## src/rtl/i2s_frame_packer_pkg.sv

```systemverilog
`default_nettype none
// ==== i2s_frame_packer_pkg : shared packet header constants and output FSM encoding ====
// ==== rev 1.0 ====
package i2s_frame_packer_pkg;

    localparam logic [3:0] HDR_MAGIC  = 4'hA;
    localparam int         HDR_LEN    = 4;
    localparam int         DROP_CNT_W = 16;
    localparam int         SEQ_W      = 16;

    typedef enum logic [2:0] {
        ST_IDLE = 3'd0,
        ST_HDR0 = 3'd1,
        ST_HDR1 = 3'd2,
        ST_HDR2 = 3'd3,
        ST_HDR3 = 3'd4,
        ST_PAY  = 3'd5
    } out_state_t;

endpackage
`default_nettype wire

```

## src/rtl/pkt_byte_ram.sv

```systemverilog
`default_nettype none
// ==== pkt_byte_ram : simple dual-port payload RAM, sync write, registered read with enable ====
// ==== rev 1.0 ====
module pkt_byte_ram #(
    parameter int DEPTH = 256,
    parameter int WIDTH = 9,
    localparam int AW   = $clog2(DEPTH)
) (
    input  logic             clk,
    input  logic             wr_en,
    input  logic [AW-1:0]    wr_addr,
    input  logic [WIDTH-1:0] wr_data,
    input  logic             rd_en,
    input  logic [AW-1:0]    rd_addr,
    output logic [WIDTH-1:0] rd_data
);

    logic [WIDTH-1:0] mem [DEPTH];

    // Read register only updates on rd_en, so it doubles as the hold register under backpressure.
    always_ff @(posedge clk) begin
        if (wr_en) begin
            mem[wr_addr] <= wr_data;
        end
        if (rd_en) begin
            rd_data <= mem[rd_addr];
        end
    end

endmodule
`default_nettype wire

```

## src/rtl/i2s_frame_packer.sv

```systemverilog
`default_nettype none
// ==== i2s_frame_packer : store-and-forward I2S byte-stream to AXI-Stream packetizer ====
// ==== rev 1.0 ====
module i2s_frame_packer
    import i2s_frame_packer_pkg::*;
#(
    parameter int DEPTH   = 256,
    parameter int MAX_LEN = 192,
    parameter int CH_ID   = 0
) (
    input  logic                  clk,
    input  logic                  arst_n,
    input  logic                  s_axis_tvalid,
    input  logic [7:0]            s_axis_tdata,
    input  logic                  s_axis_tlast,
    output logic                  m_axis_tvalid,
    input  logic                  m_axis_tready,
    output logic [7:0]            m_axis_tdata,
    output logic                  m_axis_tlast,
    input  logic                  i_enable,
    input  logic [3:0]            i_dst_fpga_index,
    output logic [SEQ_W-1:0]      o_seq,
    output logic [DROP_CNT_W-1:0] o_drop_count
);

    localparam int               AW        = $clog2(DEPTH);
    localparam int               LEN_W     = AW + 1;
    localparam logic [LEN_W-1:0] MAX_LEN_C = LEN_W'(MAX_LEN);
    localparam logic [7:0]       CH_ID_C   = 8'(CH_ID);

    logic [AW-1:0]         wr_ptr;
    logic [AW-1:0]         commit_ptr;
    logic [AW-1:0]         rd_ptr;
    logic [AW-1:0]         frames_avail;
    logic [LEN_W-1:0]      cur_len;
    logic                  discard;
    logic [DROP_CNT_W-1:0] drop_count;
    logic [SEQ_W-1:0]      seq;
    logic [3:0]            dst_idx;

    out_state_t            state;
    out_state_t            state_nxt;

    logic                  ram_full;
    logic                  over_len;
    logic                  accept;
    logic                  drop;
    logic                  commit;
    logic                  out_hs;
    logic                  pkt_done;
    logic                  rd_en;
    logic [AW-1:0]         rd_addr;
    logic [8:0]            rd_data;

    pkt_byte_ram #(
        .DEPTH (DEPTH),
        .WIDTH (9)
    ) u_ram (
        .clk     (clk),
        .wr_en   (accept),
        .wr_addr (wr_ptr),
        .wr_data ({s_axis_tlast, s_axis_tdata}),
        .rd_en   (rd_en),
        .rd_addr (rd_addr),
        .rd_data (rd_data)
    );

    // ------------------------------------------------------------------ input side
    // rd_ptr only advances on a payload handshake, so a slot stays owned until consumed.
    assign ram_full = (wr_ptr + AW'(1)) == rd_ptr;
    assign over_len = (cur_len + LEN_W'(1)) > MAX_LEN_C;

    always_comb begin
        accept = 1'b0;
        drop   = 1'b0;
        if (!i_enable) begin
            drop = (cur_len != '0);
        end else if (s_axis_tvalid && !discard) begin
            if (ram_full || over_len) begin
                drop = 1'b1;
            end else begin
                accept = 1'b1;
            end
        end
    end

    assign commit = accept && s_axis_tlast;

    always_ff @(posedge clk or negedge arst_n) begin
        if (!arst_n) begin
            wr_ptr     <= '0;
            commit_ptr <= '0;
            cur_len    <= '0;
            discard    <= 1'b0;
            drop_count <= '0;
        end else if (drop) begin
            wr_ptr  <= commit_ptr;
            cur_len <= '0;
            if (drop_count != '1) begin
                drop_count <= drop_count + DROP_CNT_W'(1);
            end
            // A drop on the frame's own tlast beat ends the frame, nothing left to swallow.
            discard <= i_enable ? !s_axis_tlast : 1'b1;
        end else if (accept) begin
            wr_ptr <= wr_ptr + AW'(1);
            if (s_axis_tlast) begin
                commit_ptr <= wr_ptr + AW'(1);
                cur_len    <= '0;
            end else begin
                cur_len <= cur_len + LEN_W'(1);
            end
        end else if (i_enable && s_axis_tvalid && discard && s_axis_tlast) begin
            discard <= 1'b0;
        end
    end

    // ------------------------------------------------------------------ output side
    assign out_hs   = m_axis_tvalid && m_axis_tready;
    assign pkt_done = out_hs && (state == ST_PAY) && rd_data[8];

    // Read one ahead: HDR3 fetches the first byte, each PAY handshake fetches the next.
    assign rd_en   = (state == ST_HDR3) || ((state == ST_PAY) && out_hs);
    assign rd_addr = (state == ST_PAY) ? (rd_ptr + AW'(1)) : rd_ptr;

    always_ff @(posedge clk or negedge arst_n) begin
        if (!arst_n) begin
            frames_avail <= '0;
            seq          <= '0;
            rd_ptr       <= '0;
            dst_idx      <= '0;
        end else begin
            case ({commit, pkt_done})
                2'b10:   frames_avail <= frames_avail + AW'(1);
                2'b01:   frames_avail <= frames_avail - AW'(1);
                default: frames_avail <= frames_avail;
            endcase
            if (pkt_done) begin
                seq <= seq + SEQ_W'(1);
            end
            if ((state == ST_PAY) && out_hs) begin
                rd_ptr <= rd_ptr + AW'(1);
            end
            if ((state == ST_IDLE) && (frames_avail != '0)) begin
                dst_idx <= i_dst_fpga_index;
            end
        end
    end

    always_ff @(posedge clk or negedge arst_n) begin
        if (!arst_n) begin
            state <= ST_IDLE;
        end else begin
            state <= state_nxt;
        end
    end

    always_comb begin
        state_nxt = state;
        case (state)
            ST_IDLE: if (frames_avail != '0) state_nxt = ST_HDR0;
            ST_HDR0: if (out_hs) state_nxt = ST_HDR1;
            ST_HDR1: if (out_hs) state_nxt = ST_HDR2;
            ST_HDR2: if (out_hs) state_nxt = ST_HDR3;
            ST_HDR3: if (out_hs) state_nxt = ST_PAY;
            ST_PAY:  if (pkt_done) state_nxt = ST_IDLE;
            default: state_nxt = ST_IDLE;
        endcase
    end

    always_comb begin
        m_axis_tvalid = 1'b0;
        m_axis_tdata  = 8'h00;
        m_axis_tlast  = 1'b0;
        case (state)
            ST_HDR0: begin
                m_axis_tvalid = 1'b1;
                m_axis_tdata  = {HDR_MAGIC, dst_idx};
            end
            ST_HDR1: begin
                m_axis_tvalid = 1'b1;
                m_axis_tdata  = CH_ID_C;
            end
            ST_HDR2: begin
                m_axis_tvalid = 1'b1;
                m_axis_tdata  = seq[15:8];
            end
            ST_HDR3: begin
                m_axis_tvalid = 1'b1;
                m_axis_tdata  = seq[7:0];
            end
            ST_PAY: begin
                m_axis_tvalid = 1'b1;
                m_axis_tdata  = rd_data[7:0];
                m_axis_tlast  = rd_data[8];
            end
            default: begin
                m_axis_tvalid = 1'b0;
            end
        endcase
    end

    assign o_seq        = seq;
    assign o_drop_count = drop_count;

endmodule
`default_nettype wire

```

## config.mk

```make
export PLATFORM = sky130hd
export DESIGN_NAME = i2s_frame_packer
export DESIGN_NICKNAME = d
export VERILOG_FILES = /design/src/rtl/i2s_frame_packer_pkg.sv /design/src/rtl/pkt_byte_ram.sv /design/src/rtl/i2s_frame_packer.sv
export SDC_FILE = /design/constraint.sdc
export NUM_CORES = 2
export LEC_CHECK = 0
export CORE_UTILIZATION = 60
export DETAILED_ROUTE_END_ITERATION = 7
export GPL_ROUTABILITY_DRIVEN = 1
export HOLD_SLACK_MARGIN = 0.08
export PLACE_DENSITY = 0.76
export SLEW_MARGIN = 10
export SYNTH_ARGS = -nofsm -noshare
export SYNTH_HDL_FRONTEND = slang
export SYNTH_SLANG_ARGS = --single-unit
```

## constraint.sdc

```tcl
create_clock -name clk -period 6.55 [get_ports clk]
set_input_delay 1.31 -clock clk [delete_from_list [all_inputs] [get_ports clk]]
set_output_delay 1.31 -clock clk [all_outputs]
set_load 0.02 [all_outputs]
```

==> metrics.csv <==
metric,value,unit
accumulated negative setup slack,0,ns
placer's final routability congestion estimate,0.964,
main combinational cell family by area after synthesis,compound AO/OA/AOI/OAI gates,
count of warnings emitted by yosys,0,
share of flip-flops with an asynchronous set or reset after synthesis,0.0338,
ratio of total power to cell area,420,nW/um^2
data arrival time of the critical path,6.49,ns
register clock-pin slew on the reported worst setup and hold paths,0.06,ns
overall via count from detail_route,78300,
top-area cell type share of the netlist area,0.666,
number of enable flip-flop cells after synthesis,2313,
number of pins exceeding their max-slew limit in the final report,0,
effective utilization at floorplan,0.606,
number of placed I/O pins,60,
wire length reported by the detailed router,326,mm
Syn Inst Count,7790,
Die Ht,419,um
sequential cell area fraction in the yosys report,0.686,
post-synthesis cell type count,95,
highest clock rate,169,MHz
H-tree Lvls,4,
core area,172000,sq um
final setup margin,0.648,ns
dpl ws,0.960,ns
row count,152,
most common flop cell mapped by yosys,sky130_fd_sc_hd__edfxtp_1,
synthesized area,104000,sq um
Worst EP required,7.14,ns
residual overflow from global routing,0,
number of buffers inserted during clock tree synthesis,230,
setup slack of the most critical reg-to-reg path,0.65,ns
utilization of the core after routing,0.666,
Yosys reg bits,2394,
number of optimization iterations in the first detailed-route pass,8,
Die Area,175000,sq um
global-route wire length before repair,471,mm
number of nets at the end of the flow,7675,
startpoint type of the worst setup path,register,
endpoints failing setup,0,
maximum clock skew at final layout,0.0378,ns
Worst Reg-to-Reg Cells,11,
unrepaired setup endpoints after global routing,no,
cell type with the largest total area after synthesis,sky130_fd_sc_hd__edfxtp_1,
starting DRC count in detailed routing,14600,
Least-Margin Pin Slew,1.45,ns
Setup Crit Path Kind,register to register,
maximum capacitance violations,1,
Layout Area Growth over Synthesis,10.0,%
Critical Path End Type,register,
Avg Inst Size Synth,13.4,sq um
horizontal die dimension,419,um
final cycle utilization of the critical path,0.901,
Clk Tree Root Cell,sky130_fd_sc_hd__clkbuf_16,
post-cts resize count,0,
library cell with the highest instance count after synthesis,sky130_fd_sc_hd__edfxtp_1,
proportion of layout cells with a drive suffix above 1,0.0975,
xor/xnor share of the synthesized area,0.00696,
Final Hold Violating Endpoints,0,
"area fraction in and, or, nand and nor cells after synthesis",0.0794,
run status,"finished, violations left",
cells along the critical path,ha_4 > nand4bb_4 > buf_12 > buf_12 > o22ai_1 > nor3_1 > nor4_1 > o22ai_1 > nor4_1 > buf_4 > a211oi_2,
source-to-sink clock delay at the later pin of the worst-skew pair,0.89,ns
final design instance area without fill,115000,sq um
slowest cell on the critical path,sky130_fd_sc_hd__nor4_1,
largest net degree at the start of global routing,177,
end point of the most critical hold path,frames_avail[7],
reg-to-reg critical path startpoint,rd_ptr[0],
worst hold start,frames_avail[7],
most frequent cells after synthesis,"sky130_fd_sc_hd__edfxtp_1, sky130_fd_sc_hd__o22ai_1, sky130_fd_sc_hd__nor3_1",
number of global-route vias before repair,73700,
initial antenna violation count,19,
endpoint of the worst-slack reg-to-reg timing path,u_ram.rd_data[2],
number of buffer cells added on primary ports,59,
top post-synthesis cells by area,"sky130_fd_sc_hd__edfxtp_1, sky130_fd_sc_hd__o22ai_1, sky130_fd_sc_hd__nor3_1",
Post CTS Setup Buffer Count,0,
failing checks,"design-rule violations, max-capacitance violations",
largest driver fanout on the critical path,82,
maximum root-to-sink buffer count,3,
Clock Sink Count,2394,
CTS tree,yes,
Synth Area in Adders,0.00156,
delay of the slowest critical-path stage,1.06,ns
Routed wire per std cell,32.1,um
vias per cell,7.71,
post-synth net total,7821,
Hold WS,0.477,ns
Worst slew margin,0.0205,
area fraction in compound gates after synthesis,0.170,
placed wire-length estimate,194,mm
count of unresolved DRC violations after routing,2,
cell depth of the worst min-delay path,1,
multiplexer area fraction after synthesis,0.0219,
overall global routing resource usage,0.363,
final critical delay including setup and external delays,5.90,ns
area after detailed placement,107000,sq um
LEAKAGE,35.1,nW
path type of the worst min-delay path,register to register,
Peak supply drop,0.419,mV
number of buffers added to fix hold violations after cts,0,
number of nets with antenna violations after detailed routing,0,
[through the flow]
stage | instances | power, mW
4_1_cts | 10100 | 47.4
3_5_place_dp | 9721 | 34.1
2_1_floorplan | 7790 | 28.6
3_3_place_gp | 9720 | 33.6
5_1_grt | 10100 | 49.4
6_report | 10200 | 48.2
[cell families after synthesis]
logic type      after synthesis
compound gates             2689
xor+xnor                     72
fa+ha+maj                    13
buf+inv                     745
flops                      2394
mux                         188
simple gates               1689
[layout make-up]
class	instances	area, sq um
diodes	12	30.0
clock buffers	276	5970
clock inverters	146	1680
fillers	11600	57400
inverters	20	77.6
multi-input cells	4651	29400
flip-flops and latches	2394	71500
well taps	2310	2890
repair buffers	347	3210
[report_power, final]
part | leakage [nW] | internal, mW | switching (mW)
registers | 21.8 | 17.0 | 0.350
logic | 9.57 | 5.54 | 11.8
clock network | 3.73 | 7.79 | 5.82
total | 35.1 | 30.3 | 17.9
[flip-flops by register name, indices dropped and copies added (netlist names), 9 cells and up]
| name | flops |
|---|---|
| cur_len | 9 |
| o_drop_count | 16 |
| o_seq | 16 |
| u_ram.mem | 2304 |
| u_ram.rd_data | 9 |
[layout by cell type, fill, tap and decap left out, drive strengths merged, types with 100 or more instances in the layout]
cell and count:
a21oi 159, edfxtp 2313, clkinv 100, o21ai 221, nor2 441, o221ai 279, buf 289, nor4 160
o22ai 1672, nand2 175, mux2i 112, clkbuf 285, nor3 690
[per-layer routing]
layer / track usage / part of all wire
met5: 0 / 0.00030
met4: 0.224 / 0.069
met1: 0.471 / 0.34
met2: 0.536 / 0.44
met3: 0.113 / 0.15
[worst max-delay path by stage]
stage | end | slack (ns) | depth (start not counted) | from
floorplan | frames_avail[6] | 1.80 | 22 | wr_ptr[0]
detailed placement | u_ram.rd_data[3] | 0.96 | 10 | rd_ptr[0]
global route | u_ram.rd_data[3] | 0.84 | 10 | rd_ptr[0]
finish | u_ram.rd_data[2] | 0.65 | 11 | rd_ptr[0]
CTS | u_ram.rd_data[3] | 0.93 | 10 | rd_ptr[0]
global placement | u_ram.rd_data[3] | 0.96 | 10 | rd_ptr[0]
[worst max-delay path: cells and delay by family (launching register included)]
kind	cells	cell delay (ns)
adder cells (fa/ha/maj)	1	0.34
AO/OA/AOI/OAI	3	0.49
buffers and inverters	3	1.04
flip-flops	1	0.79
AND/OR/NAND/NOR	4	2.90
Power figures use the tool's default switching activity.
